[src/rtl/systolic_result_drain_if.sv]
// Row stream between the systolic result drain and its downstream consumer.
interface systolic_result_drain_if #(
   parameter int unsigned N         = 4,
   parameter int unsigned ACC_WIDTH = 16
);
   localparam int unsigned ROW_BITS = N * ACC_WIDTH;

   logic                out_valid;
   logic                out_ready;
   logic [ROW_BITS-1:0] out_row;
   logic                out_last;

   modport master (output out_valid, output out_row, output out_last, input out_ready);
   modport slave  (input out_valid, input out_row, input out_last, output out_ready);
endinterface

[src/rtl/systolic_result_drain.sv]
// Deskews the bottom-row partial-sum stream of the systolic array into whole
// result rows and buffers them in a small FIFO for a valid/ready consumer.
module systolic_result_drain #(
   parameter int unsigned N         = 4,
   parameter int unsigned ACC_WIDTH = 16,
   parameter int unsigned BASE_LAT  = 5,
   parameter int unsigned DEPTH     = 4,
   parameter int unsigned ROW_W     = 8
) (
   input  logic                   clk,
   input  logic                   rst_n,
   input  logic                   start,
   input  logic [ROW_W-1:0]       num_rows,
   input  logic [N*ACC_WIDTH-1:0] col_psum,
   systolic_result_drain_if.master out_if,
   output logic                   busy,
   output logic                   done,
   output logic                   overflow
);
   localparam int unsigned ROW_BITS  = N * ACC_WIDTH;
   localparam int unsigned PTR_W     = $clog2(DEPTH);
   localparam int unsigned CNT_W     = PTR_W + 1;
   localparam int unsigned WAIT_LOAD = BASE_LAT + N - 1;
   localparam int unsigned WAIT_W    = $clog2(WAIT_LOAD + 1);

   localparam logic [1:0] S_IDLE    = 2'd0;
   localparam logic [1:0] S_WAIT    = 2'd1;
   localparam logic [1:0] S_CAPTURE = 2'd2;
   localparam logic [1:0] S_DRAIN   = 2'd3;

   logic [ROW_BITS-1:0] aligned;

   // Column j is delayed N-1-j cycles so every element of a row lands together.
   for (genvar j = 0; j < N; j++) begin : g_col
      localparam int STAGES = int'(N) - 1 - j;
      if (STAGES == 0) begin : g_direct
         assign aligned[j*ACC_WIDTH +: ACC_WIDTH] = col_psum[j*ACC_WIDTH +: ACC_WIDTH];
      end else begin : g_line
         logic [ACC_WIDTH-1:0] line_q [STAGES];
         always_ff @(posedge clk) begin
            if (!rst_n) begin
               for (int k = 0; k < STAGES; k++) line_q[k] <= '0;
            end else begin
               line_q[0] <= col_psum[j*ACC_WIDTH +: ACC_WIDTH];
               for (int k = 1; k < STAGES; k++) line_q[k] <= line_q[k-1];
            end
         end
         assign aligned[j*ACC_WIDTH +: ACC_WIDTH] = line_q[STAGES-1];
      end
   end

   logic [1:0]          state_q, state_nxt;
   logic [WAIT_W-1:0]   wait_q, wait_nxt;
   logic [ROW_W-1:0]    row_q, row_nxt;
   logic [ROW_W-1:0]    rows_q, rows_nxt;
   logic                wr_en, wr_last, done_nxt, ovf_clr;

   logic [ROW_BITS-1:0] mem_row  [DEPTH];
   logic                mem_last [DEPTH];
   logic [PTR_W-1:0]    wr_ptr_q, rd_ptr_q, rd_ptr_nxt;
   logic [CNT_W-1:0]    count_q, count_nxt;
   logic [ROW_BITS-1:0] head_row_q;
   logic                head_last_q, valid_q;
   logic                busy_q, done_q, ovf_q;
   logic                pop, full, wr_accept, wr_drop;

   assign pop       = valid_q & out_if.out_ready;
   assign full      = (count_q == CNT_W'(DEPTH));
   assign wr_accept = wr_en & (~full | pop);
   assign wr_drop   = wr_en & full & ~pop;
   assign wr_last   = (row_q == rows_q - ROW_W'(1));

   always_comb begin
      rd_ptr_nxt = pop ? rd_ptr_q + PTR_W'(1) : rd_ptr_q;
      count_nxt  = count_q;
      if (wr_accept && !pop)      count_nxt = count_q + CNT_W'(1);
      else if (!wr_accept && pop) count_nxt = count_q - CNT_W'(1);
   end

   always_ff @(posedge clk) begin
      if (!rst_n) begin
         state_q <= S_IDLE;
         wait_q  <= '0;
         row_q   <= '0;
         rows_q  <= '0;
         busy_q  <= 1'b0;
         done_q  <= 1'b0;
         ovf_q   <= 1'b0;
      end else begin
         state_q <= state_nxt;
         wait_q  <= wait_nxt;
         row_q   <= row_nxt;
         rows_q  <= rows_nxt;
         busy_q  <= (state_nxt != S_IDLE);
         done_q  <= done_nxt;
         if (ovf_clr)      ovf_q <= 1'b0;
         else if (wr_drop) ovf_q <= 1'b1;
      end
   end

   // WAIT hands over to CAPTURE one edge early so the first write hits W_0.
   always_comb begin
      state_nxt = state_q;
      wait_nxt  = wait_q;
      row_nxt   = row_q;
      rows_nxt  = rows_q;
      wr_en     = 1'b0;
      done_nxt  = 1'b0;
      ovf_clr   = 1'b0;
      case (state_q)
         S_IDLE: begin
            if (start) begin
               ovf_clr  = 1'b1;
               rows_nxt = num_rows;
               row_nxt  = '0;
               if (num_rows == '0) begin
                  done_nxt = 1'b1;
               end else begin
                  state_nxt = S_WAIT;
                  wait_nxt  = WAIT_W'(WAIT_LOAD);
               end
            end
         end
         S_WAIT: begin
            if (wait_q <= WAIT_W'(2)) state_nxt = S_CAPTURE;
            else                      wait_nxt  = wait_q - WAIT_W'(1);
         end
         S_CAPTURE: begin
            wr_en   = 1'b1;
            row_nxt = row_q + ROW_W'(1);
            if (wr_last) state_nxt = S_DRAIN;
         end
         S_DRAIN: begin
            if (count_nxt == '0) begin
               state_nxt = S_IDLE;
               done_nxt  = 1'b1;
            end
         end
         default: state_nxt = S_IDLE;
      endcase
   end

   // The head row is registered; a write into the next head slot bypasses memory.
   always_ff @(posedge clk) begin
      if (!rst_n) begin
         for (int k = 0; k < int'(DEPTH); k++) begin
            mem_row[k]  <= '0;
            mem_last[k] <= 1'b0;
         end
         wr_ptr_q    <= '0;
         rd_ptr_q    <= '0;
         count_q     <= '0;
         head_row_q  <= '0;
         head_last_q <= 1'b0;
         valid_q     <= 1'b0;
      end else begin
         if (wr_accept) begin
            mem_row[wr_ptr_q]  <= aligned;
            mem_last[wr_ptr_q] <= wr_last;
            wr_ptr_q           <= wr_ptr_q + PTR_W'(1);
         end
         rd_ptr_q <= rd_ptr_nxt;
         count_q  <= count_nxt;
         valid_q  <= (count_nxt != '0);
         if (wr_accept && (wr_ptr_q == rd_ptr_nxt)) begin
            head_row_q  <= aligned;
            head_last_q <= wr_last;
         end else begin
            head_row_q  <= mem_row[rd_ptr_nxt];
            head_last_q <= mem_last[rd_ptr_nxt];
         end
      end
   end

   assign out_if.out_valid = valid_q;
   assign out_if.out_row   = head_row_q;
   assign out_if.out_last  = head_last_q;
   assign busy             = busy_q;
   assign done             = done_q;
   assign overflow         = ovf_q;
endmodule

[src/flat_wrapper.sv]
// flat-port wrapper written by rule: the top's interface ports become plain ports
module systolic_result_drain_flat 
#(
   parameter int unsigned N         = 4,
   parameter int unsigned ACC_WIDTH = 16,
   parameter int unsigned BASE_LAT  = 5,
   parameter int unsigned DEPTH     = 4,
   parameter int unsigned ROW_W     = 8
)
  (clk, rst_n, start, num_rows, col_psum, busy, done, overflow, out_if_out_valid, out_if_out_row, out_if_out_last, out_if_out_ready);
  systolic_result_drain_if #(.N(N), .ACC_WIDTH(ACC_WIDTH)) out_if_i ();
  input  logic clk;
  input  logic rst_n;
  input  logic start;
  input  logic [ROW_W-1:0] num_rows;
  input  logic [N*ACC_WIDTH-1:0] col_psum;
  output logic busy;
  output logic done;
  output logic overflow;
  output wire logic [$bits(out_if_i.out_valid)-1:0] out_if_out_valid;
  output wire logic [$bits(out_if_i.out_row)-1:0] out_if_out_row;
  output wire logic [$bits(out_if_i.out_last)-1:0] out_if_out_last;
  input wire logic [$bits(out_if_i.out_ready)-1:0] out_if_out_ready;
  assign out_if_out_valid = out_if_i.out_valid;
  assign out_if_out_row = out_if_i.out_row;
  assign out_if_out_last = out_if_i.out_last;
  assign out_if_i.out_ready = out_if_out_ready;
  systolic_result_drain #(.N(N), .ACC_WIDTH(ACC_WIDTH), .BASE_LAT(BASE_LAT), .DEPTH(DEPTH), .ROW_W(ROW_W)) u_core (.clk(clk), .rst_n(rst_n), .start(start), .num_rows(num_rows), .col_psum(col_psum), .out_if(out_if_i), .busy(busy), .done(done), .overflow(overflow));
endmodule
[config.mk]
export PLATFORM = sky130hd
export DESIGN_NAME = systolic_result_drain_flat
export DESIGN_NICKNAME = d
export VERILOG_FILES = /design/src/rtl/systolic_result_drain_if.sv /design/src/rtl/systolic_result_drain.sv /design/src/flat_wrapper.sv
export SDC_FILE = /design/constraint.sdc
export NUM_CORES = 1
export LEC_CHECK = 0
export CORE_MARGIN = 2
export CORE_UTILIZATION = 58
export CTS_CLUSTER_DIAMETER = 100
export DETAILED_ROUTE_END_ITERATION = 16
export PLACE_DENSITY_LB_ADDON = 0.2
export SKIP_CTS_REPAIR_TIMING = 1
export SLEW_MARGIN = 10
export SYNTH_ARGS = -nofsm -noshare
export SYNTH_HDL_FRONTEND = slang
export SYNTH_SLANG_ARGS = --single-unit
[constraint.sdc]
create_clock -name clk -period 4.8 [get_ports clk]
set_input_delay 0.48 -clock clk [delete_from_list [all_inputs] [get_ports clk]]
set_output_delay 0.48 -clock clk [all_outputs]
set_load 0.01 [all_outputs]
==> results of run 1 <==
## logic make-up after synthesis
family / Yosys count
adder cells (fa/ha/maj): 11
multiplexers: 69
AND/OR/NAND/NOR: 469
flip-flops: 454
XOR/XNOR: 20
buffers and inverters: 101
AO/OA/AOI/OAI: 116
## cell type report
cell class / count / area (µm²) / area share, %
Sequential cell: 454 / 11700 / 55.6
Multi-Input combinational cell: 685 / 5650 / 26.9
Timing Repair Buffer: 156 / 1530 / 7.31
Clock buffer: 65 / 1320 / 6.32
Tap cell: 390 / 488 / 2.33
Clock inverter: 19 / 251 / 1.20
Inverter: 14 / 52.6 / 0.251
## worst paths after layout
check	start	to	slack, ns	cells after the start
max	u_core.state_q[0]	u_core.mem_row[3][50]	1.34	6
min	u_core.g_col[1].g_line.line_q[0][6]	u_core.g_col[1].g_line.line_q[0][22]	0.43	1
max reg2reg	u_core.state_q[0]	u_core.mem_row[3][50]	1.34	6
min reg2reg	u_core.g_col[1].g_line.line_q[0][6]	u_core.g_col[1].g_line.line_q[0][22]	0.43	1
## synth_stat cells (7+ instances only)
cell and number:
ha_1 11, xor2_1 11, a22o_1 64, and2_1 294
nor2_1 15, clkbuf_1 55, a21oi_1 7, nand3_1 7
inv_1 14, edfxtp_1 257, dfxtp_1 197, and3_1 67
nand2_1 39, nor2b_1 11, buf_2 23, o21ai_0 12
mux4_2 65, a21boi_0 10, xnor2_1 7
## worst max-delay path: cells and delay by family (launching register included)
family | cells | cell delay, ns
AOI/OAI and AO/OA | 1 | 0.63
DFF | 1 | 0.36
and+or+nand+nor | 2 | 1.00
buffers and inverters | 2 | 0.63
adders and majority gates | 1 | 0.42
## sequential cells by signal, indices dropped and copies added (netlist names)
| name | count |
|---|---|
| u_core.wait_q | 4 |
| u_core.rows_q | 8 |
| u_core.row_q | 8 |
| u_core.out_if.out_valid | 1 |
| u_core.out_if.out_last | 1 |
| u_core.busy | 1 |
| u_core.wr_ptr_q | 2 |
| u_core.g_col.g_line.line_q | 96 |
| u_core.done | 1 |
| u_core.state_q | 2 |
| u_core.mem_last | 4 |
| u_core.rd_ptr_q | 2 |
| u_core.count_q | 3 |
| u_core.out_if.out_row | 64 |
| u_core.overflow | 1 |
| u_core.mem_row | 256 |
## stage by stage
stage | power (W) | util [%] | cell area, µm²
4_1_cts | 0.00987 | 70.1 | 21000
3_5_place_dp | 0.00622 | 64.9 | 19400
5_1_grt | 0.0102 | 70.1 | 21000
2_1_floorplan | 0.00566 | - | 17700
3_3_place_gp | 0.00618 | 64.9 | 19400
6_report | 0.00980 | 70.1 | 21000
## per-layer routing
layer,share of wire [%],up-vias,routed length (µm)
met2,51,350,18000
met5,0,-,0
li1,-,4705,-
met1,42,5100,15000
met4,1.8,0,637
met3,5.5,50,1970
## power by group
part           internal [W]  switching, W  leakage (nW)
Sequential          0.00443      0.000169          4.28
Combinational      0.000778      0.000752          3.08
Clock               0.00224       0.00143         0.783
## cells in the final DEF (no fill, tap or decap), types with 3 or more instances in the layout
| master | synthesis | routed |
|---|---|---|
| nor3b_1 | 5 | 4 |
| clkbuf_16 | 0 | 47 |
| mux4_2 | 65 | 65 |
| clkinv_2 | 0 | 10 |
| nand3_1 | 7 | 7 |
| nor4_1 | 4 | 4 |
| clkbuf_1 | 55 | 10 |
| buf_4 | 0 | 12 |
| bufinv_16 | 0 | 6 |
| nor2_1 | 15 | 15 |
| a32oi_1 | 3 | 3 |
| and3_1 | 67 | 67 |
| nor3_1 | 5 | 4 |
| nand2_1 | 39 | 37 |
| and2_1 | 294 | 294 |
| nor2b_1 | 11 | 11 |
| a22o_1 | 64 | 64 |
| dfxtp_1 | 197 | 197 |
| o21ai_0 | 12 | 12 |
| edfxtp_1 | 257 | 257 |
| a21boi_0 | 10 | 10 |
| mux2i_1 | 4 | 4 |
| nand2b_1 | 5 | 3 |
| inv_1 | 14 | 14 |
| clkbuf_8 | 0 | 8 |
| or3_1 | 5 | 5 |
| a21oi_1 | 7 | 7 |
| xor2_1 | 11 | 11 |
| nand4_1 | 4 | 4 |
| xnor2_1 | 7 | 7 |
| clkdlybuf4s50_1 | 0 | 143 |
| ha_1 | 11 | 11 |
==> results.py, run 1 <==
metrics = {
    "timing": {
        "worstMarginPinSlew_ns": 1.06,
        "finalCriticalPeriod_ns": 3.46,
        "max_freq_mhz": 289,
        "clock-skew-final_ns": 0.0145,
        "setup_viol": 0,
        "timing.hold.ws_ns": 0.430,
        "setup_tns_ns": 0,
        "timing.final.ws_setup_ns": 1.34,
        "finalCritPeriodShare_pct": 72.1,
        "grt_setup_unrepaired": "no",
        "relSlewSlack_pct": 29.1,
        "finalMaxSlewViolations": 0,
        "finalHoldViolCount": 0,
    },
    "setup_path": {
        "cp.required_ns": 4.95,
        "cp.arrival_ns": 3.62,
        "max_stage_delay_ns": 0.80,
        "cp_max_fo": 65,
        "startpoint_type": "flip-flop",
        "end_kind": "flip-flop",
        "path_class": "flip-flop to flip-flop",
        "cp_slowest_cell": "nand2_4",
        "path_cells": "inv_1, ha_1, o21a_2, buf_4, nand3_1, nand2_4",
    },
    "outcome": {
        "status": "complete, no violations",
    },
    "yosys": {
        "synth_edf_count": 257,
        "synth_nets": 1327,
        "synth_compound_area_share_pct": 5.25,
        "async_flop_share_pct": 0,
        "synthMuxAreaShare_pct": 8.50,
        "synthTopCellsByArea": "edfxtp_1 (44%), dfxtp_1 (22%), and2_1 (10%)",
        "synthCells": 1240,
        "synth_xor_area_share_pct": 1.14,
        "synthSimpleGateAreaFrac_pct": 15.9,
        "ys_types": 55,
        "synth_seq_cells": 454,
        "synth_top_area_cell": "edfxtp_1",
        "synthFlopType": "edfxtp_1",
        "avgSynthCellArea_um2": 14.3,
        "netlist_area_um2": 17700,
        "synth_top_family_by_area": "simple AND/OR/NAND/NOR gates",
        "yosysTopAreaCellShare_pct": 43.6,
        "synth_fa_ha_area_share_pct": 0.778,
        "yosysWarnings": 0,
        "ys_seq_area_share_pct": 65.9,
    },
    "layout": {
        "final_nets": 1443,
        "antenna_cells": 0,
        "fillers": 1977,
        "drive_gt1_share_pct": 12.1,
        "syn2layout_area_growth_pct": 18.4,
        "instances_no_fill": 1783,
    },
    "placed_design": {
        "dp_hpwl_mm": 18.7,
        "gp_congestion": 0.794,
        "dp_cells": 1699,
        "port_buffers": 144,
        "pre_cts_slack_ns": 1.08,
    },
    "clock_tree": {
        "clk_latency_ns": 0.54,
        "cts.sinks": 454,
        "cts_max_level": 2,
        "ctsRootBufferMaster": "clkbuf_16",
        "path_clk_slew_ns": 0.06,
        "cts_buffer_depth": 3,
        "cts_tree": "built",
        "numCtsBuffers": 45,
    },
    "die": {
        "die-width_um": 179,
        "core_um2": 29900,
        "die_h_um": 179,
        "core.rowCount": 63,
        "dieArea_um2": 31900,
        "ioPinCount": 145,
        "start_util_pct": 59.2,
    },
    "grt": {
        "use_met3_pct": 3.56,
        "grtUsageTotal_pct": 22.9,
        "grt_pass1_vias": 10200,
        "grt_first_pass_wirelength_mm": 55.8,
        "antenna_found_initial": 0,
        "busiest_layer": "met2",
        "grt_max_degree": 116,
        "grt_use_met1_pct": 30.5,
        "grt.overflow.total": 0,
        "met2_usage_pct": 39.5,
    },
    "power": {
        "p_leak_nw": 8.14,
        "p_per_area_nw_per_um2": 468,
        "ir_worst_vdd_uv": 275,
    },
    "route": {
        "drtIter0Drc": 946,
        "antenna_left": 0,
        "route.detailed.drc": 0,
        "avgRoutedWirePerCell_um": 19.9,
        "num_vias": 10200,
        "wl_mm": 35.5,
        "first_pass_iters": 5,
        "vias_per_cell": 5.72,
    },
    "flow_run": {
        "maxCapViolCount": 0,
    },
    "min_path": {
        "min_path_type": "flip-flop to flip-flop",
    },
}
(Power assumes the default switching activity.)
==> run 2, diff against run 1 <==
--- a/config.mk
+++ b/config.mk
@@ -6,7 +6,7 @@
 export NUM_CORES = 1
 export LEC_CHECK = 0
 export CORE_MARGIN = 2
-export CORE_UTILIZATION = 58
+export CORE_UTILIZATION = 52
 export CTS_CLUSTER_DIAMETER = 100
 export DETAILED_ROUTE_END_ITERATION = 16
 export PLACE_DENSITY_LB_ADDON = 0.2
==> constraint.sdc (replaced) <==
create_clock -name clk -period 2.86 [get_ports clk]
set_input_delay 0.286 -clock clk [delete_from_list [all_inputs] [get_ports clk]]
set_output_delay 0.286 -clock clk [all_outputs]
set_load 0.01 [all_outputs]
==> results.py, run 2 (same netlist as run 1, synthesis figures left out) <==
metrics = {
    "outcome": {
        "status": "complete, no violations",
    },
    "placed_design": {
        "port_buffers": 144,
        "placement.cell_area_um2": 19700,
        "dp_hpwl_mm": 20.5,
        "gp_congestion": 0.770,
    },
    "timing": {
        "setup_tns_ns": 0,
        "max_freq_mhz": 428,
        "clock-skew-final_ns": 0.0218,
        "finalCritPeriodShare_pct": 81.7,
        "finalHoldViolCount": 0,
        "finalCriticalPeriod_ns": 2.34,
        "setup_viol": 0,
        "grt_setup_unrepaired": "no",
        "relSlewSlack_pct": 47.5,
        "finalMaxSlewViolations": 0,
        "worstMarginPinSlew_ns": 0.788,
    },
    "min_path": {
        "hold_depth": 3,
        "holdPathEnd": "u_core.overflow",
        "hp-start": "rst_n",
        "min_path_type": "input pin to flip-flop",
    },
    "clock_tree": {
        "path_clk_slew_ns": 0.06,
        "cts.sinks": 454,
        "ctsRootBufferMaster": "clkbuf_16",
        "cts_max_level": 2,
        "cts_tree": "built",
        "cts_buffer_depth": 3,
        "numCtsBuffers": 46,
        "clk_latency_ns": 0.55,
    },
    "grt": {
        "grt_pass1_vias": 10600,
        "grtUsageTotal_pct": 20.6,
        "grt.overflow.total": 0,
        "grt_max_degree": 94,
        "grt_first_pass_wirelength_mm": 57.2,
        "antenna_found_initial": 0,
    },
    "layout": {
        "fin_area_um2": 21300,
        "multiInputGateArea_um2": 5650,
        "antenna_cells": 0,
        "final_nets": 1461,
        "largest_register_ffs": 256,
        "final_common_cell": "and2_1",
        "fillers": 2494,
        "seq_area_um2": 11700,
        "syn2layout_area_growth_pct": 20.3,
        "top_register": "u_core.mem_row",
        "drive_gt1_share_pct": 13.2,
        "final_cell_mix": "and2_1 (294), edfxtp_1 (257), dfxtp_1 (197), clkdlybuf4s50_1 (143), and3_1 (67)",
    },
    "power": {
        "p_leak_nw": 8.27,
        "p_per_area_nw_per_um2": 770,
        "ir_worst_vdd_uv": 418,
    },
    "die": {
        "ioPinCount": 145,
        "die-width_um": 188,
        "start_util_pct": 52.8,
        "die_h_um": 188,
        "core_um2": 33500,
        "dieArea_um2": 35500,
        "core.rowCount": 67,
    },
    "route": {
        "avgRoutedWirePerCell_um": 19.4,
        "wl_mm": 36.0,
        "route.detailed.drc": 0,
        "drtIter0Drc": 610,
        "vias_per_cell": 5.46,
        "antenna_left": 0,
        "first_pass_iters": 5,
        "num_vias": 10200,
    },
    "setup_path": {
        "cp.arrival_ns": 2.58,
        "cp_max_fo": 19,
        "path_cells": "inv_1, ha_1, nand2_1, o21a_2, nand2_2, nor3b_4, nand2b_4, buf_12",
        "end_kind": "flip-flop",
        "cp.required_ns": 3.10,
        "timing.rr.end": "u_core.mem_row[2][48]",
        "cp_num_buf_inv": 2,
        "rr_startpoint": "u_core.count_q[0]",
        "rr_worst_depth": 8,
        "reg2reg_slack_ns": 0.52,
        "cp_top_family": "simple AND/OR/NAND/NOR gates",
        "cp_slowest_cell": "dfxtp_1",
        "startpoint_type": "flip-flop",
        "max_stage_delay_ns": 0.41,
        "path_class": "flip-flop to flip-flop",
    },
    "flow_run": {
        "maxCapViolCount": 0,
    },
}
-- run 2: worst register-to-register path: cells and delay by family (launching register included) --
kind                       cells  cell delay, ns
AOI/OAI and AO/OA              1            0.17
adders and majority gates      1            0.25
buffers and inverters          2            0.32
DFF                            1            0.41
and+or+nand+nor                4            0.91
-- run 2: per-stage QoR --
stage	power (W)	std cells	worst slack, ns	utilization, %	hold slack, ns
2_1_floorplan	0.00949	1240	0.0831	-	0.412
3_3_place_gp	0.0105	1774	0.371	58.9	0.415
3_5_place_dp	0.0106	1774	0.318	58.9	0.417
4_1_cts	0.0166	1859	0.498	63.5	0.0878
5_1_grt	0.0171	1859	0.315	63.5	0.133
6_report	0.0164	1859	0.522	63.5	0.115
-- run 2: power breakdown --
group	switching, W	total (W)	internal (W)	leakage (nW)
registers	0.000287	0.00772	0.00743	4.28
logic	0.00128	0.00268	0.00139	3.22
clock network	0.00242	0.00599	0.00357	0.769
total	0.00399	0.0164	0.0124	8.27
-- run 2: worst max-delay path by stage --
stage / slack (ns) / end / from / depth (start not counted)
5_1_grt: 0.32 / u_core.mem_row[2][43] / u_core.count_q[0] / 8
4_1_cts: 0.50 / u_core.mem_row[2][48] / u_core.count_q[0] / 8
3_3_place_gp: 0.37 / u_core.mem_row[2][44] / out_if_out_ready / 7
6_report: 0.52 / u_core.mem_row[2][48] / u_core.count_q[0] / 8
2_1_floorplan: 0.08 / u_core.mem_row[1][0] / u_core.count_q[0] / 8
3_5_place_dp: 0.32 / u_core.mem_row[2][62] / out_if_out_ready / 7
-- run 2: area by class of cell --
cell class | instances | share of cell area [%]
sequential | 454 | 54.8
multi-input combinational | 685 | 26.5
timing repair buffer | 173 | 8.56
clock buffer | 69 | 6.58
tap | 448 | 2.63
clock inverter | 16 | 0.699
inverter | 14 | 0.247
-- run 2: routing by layer --
layer	track usage, %	vias up	part of all wire [%]
met5	0	-	0
li1	-	4747	-
met3	3.41	64	4.9
met2	35.1	266	50
met1	27.2	5074	43
met4	6.16	0	2.1
==> run 3, diff against run 2 <==
==> constraint.sdc (replaced) <==
create_clock -name clk -period 2.11 [get_ports clk]
set_input_delay 0.211 -clock clk [delete_from_list [all_inputs] [get_ports clk]]
set_output_delay 0.211 -clock clk [all_outputs]
set_load 0.01 [all_outputs]
==> results.py, run 3 (same netlist as run 1, synthesis figures left out) <==
metrics = {
    "clock_tree": {
        "numCtsBuffers": 46,
        "cts.sinks": 454,
        "clk_latency_ns": 0.54,
        "path_clk_slew_ns": 0.06,
        "cts_max_level": 2,
        "ctsRootBufferMaster": "clkbuf_16",
        "cts_buffer_depth": 3,
        "cts_tree": "built",
    },
    "grt": {
        "grt.overflow.total": 0,
        "antenna_found_initial": 0,
        "grt_pass1_vias": 10700,
        "grt_first_pass_wirelength_mm": 58.7,
        "grtUsageTotal_pct": 21.2,
        "grt_max_degree": 62,
    },
    "timing": {
        "relSlewSlack_pct": 65.9,
        "timing.hold.ws_ns": 0.252,
        "timing.final.ws_setup_ns": 0.0473,
        "setup_tns_ns": 0,
        "max_freq_mhz": 485,
        "finalCritPeriodShare_pct": 97.8,
        "clock-skew-final_ns": 0.0164,
        "setup_viol": 0,
        "finalMaxSlewViolations": 0,
        "worstMarginPinSlew_ns": 0.509,
        "finalHoldViolCount": 0,
        "finalCriticalPeriod_ns": 2.06,
    },
    "setup_path": {
        "rr_startpoint": "u_core.count_q[1]",
        "cp_max_fo": 4,
        "reg2reg_slack_ns": 0.05,
        "path_class": "flip-flop to flip-flop",
        "cp.arrival_ns": 2.47,
        "end_kind": "flip-flop",
        "cp.required_ns": 2.51,
        "startpoint_type": "flip-flop",
        "rr_worst_depth": 8,
        "timing.rr.end": "u_core.busy",
    },
    "layout": {
        "top_register": "u_core.mem_row",
        "fin_area_um2": 22000,
        "final_common_cell": "and2_1",
        "antenna_cells": 0,
        "final_nets": 1523,
        "drive_gt1_share_pct": 16.9,
        "syn2layout_area_growth_pct": 24.6,
        "final_cell_mix": "and2_1 (294), edfxtp_1 (257), dfxtp_1 (195), clkdlybuf4s50_1 (143), and3_1 (67)",
        "largest_register_ffs": 256,
    },
    "route": {
        "first_pass_iters": 5,
        "top_layer_used": "met4",
        "wl_mm": 37.1,
        "antenna_left": 0,
        "wl_met3_mm": 1.85,
        "wl_met2_mm": 19.3,
        "wl_met1_mm": 15.3,
        "num_vias": 10500,
        "vias_per_cell": 5.44,
        "route.detailed.drc": 0,
        "drtIter0Drc": 703,
        "avgRoutedWirePerCell_um": 19.3,
    },
    "die": {
        "start_util_pct": 52.8,
        "core_um2": 33500,
        "die_h_um": 188,
        "die-width_um": 188,
        "dieArea_um2": 35500,
        "core.rowCount": 67,
        "ioPinCount": 145,
    },
    "power": {
        "p_sw_share_pct": 24.2,
        "power_frac_seq_pct": 46.1,
        "p_per_area_nw_per_um2": 1030,
        "comb_power_share_pct": 18.7,
        "ir_worst_vdd_uv": 628,
        "intPower_w": 0.0172,
        "p_leak_nw": 8.64,
        "clkPwrFrac_pct": 35.2,
        "finalPower_w": 0.0226,
        "switchingPower_w": 0.00547,
    },
    "placed_design": {
        "gp_congestion": 0.758,
        "placement.cell_area_um2": 20500,
        "pre_cts_slack_ns": -0.206,
        "port_buffers": 144,
        "dp_hpwl_mm": 23.1,
    },
    "min_path": {
        "hp-start": "col_psum[17]",
        "min_path_type": "input pin to flip-flop",
        "hold_depth": 2,
        "holdPathEnd": "u_core.g_col[1].g_line.line_q[0][1]",
    },
    "outcome": {
        "status": "complete, no violations",
    },
    "flow_run": {
        "maxCapViolCount": 0,
    },
}
==> run 3: power groups by stage <==
stage	Clock, W	Combinational [W]	Sequential (W)
4_1_cts	0.00813	0.00420	0.0104
6_report	0.00798	0.00423	0.0104
3_5_place_dp	0	0.00419	0.0106
5_1_grt	0.00849	0.00459	0.0105
2_1_floorplan	0	0.00228	0.0106
3_3_place_gp	0	0.00410	0.0106
==> run 3: worst max path at each step <==
stage	to	from	slack (ns)	depth (start not counted)
2_1_floorplan	u_core.mem_row[1][0]	u_core.count_q[0]	-0.06	8
3_3_place_gp	u_core.mem_row[3][60]	out_if_out_ready	-0.17	7
3_5_place_dp	u_core.out_if.out_row[60]	out_if_out_ready	-0.21	7
4_1_cts	u_core.busy	u_core.count_q[1]	0.03	8
5_1_grt	u_core.busy	u_core.count_q[1]	-0.01	8
6_report	u_core.busy	u_core.count_q[1]	0.05	8
==> run 3: metal layers <==
metal  vias up  GRT usage (%)
met5         -              0
met4         0           5.80
met3        60           3.17
met2       269           37.4
met1      5241           27.5
li1       4881              -
==> run 3: worst max-delay path, cell delays in order (launching register included) <==
cell and delay (ns):
dfxtp_2 0.34, inv_2 0.09, ha_4 0.15, nand2_2 0.07, and3_1 0.22, or4_4 0.50
a31oi_4 0.27, o221a_4 0.22, o31ai_1 0.08
==> run 3: stage by stage <==
stage          utilization (%)  cells
2_1_floorplan                -   1240
6_report                  65.7   1921
5_1_grt                   65.7   1921
3_3_place_gp              61.1   1835
3_5_place_dp              61.1   1835
4_1_cts                   65.6   1920
==> run 3: layout make-up <==
type,instances,area (µm²)
Multi-Input combinational cell,685,5740
Timing Repair Buffer,235,2520
Fill cell,2422,11500
Tap cell,448,561
Clock inverter,15,158
Clock buffer,70,1340
Sequential cell,454,11700
Inverter,14,52.6
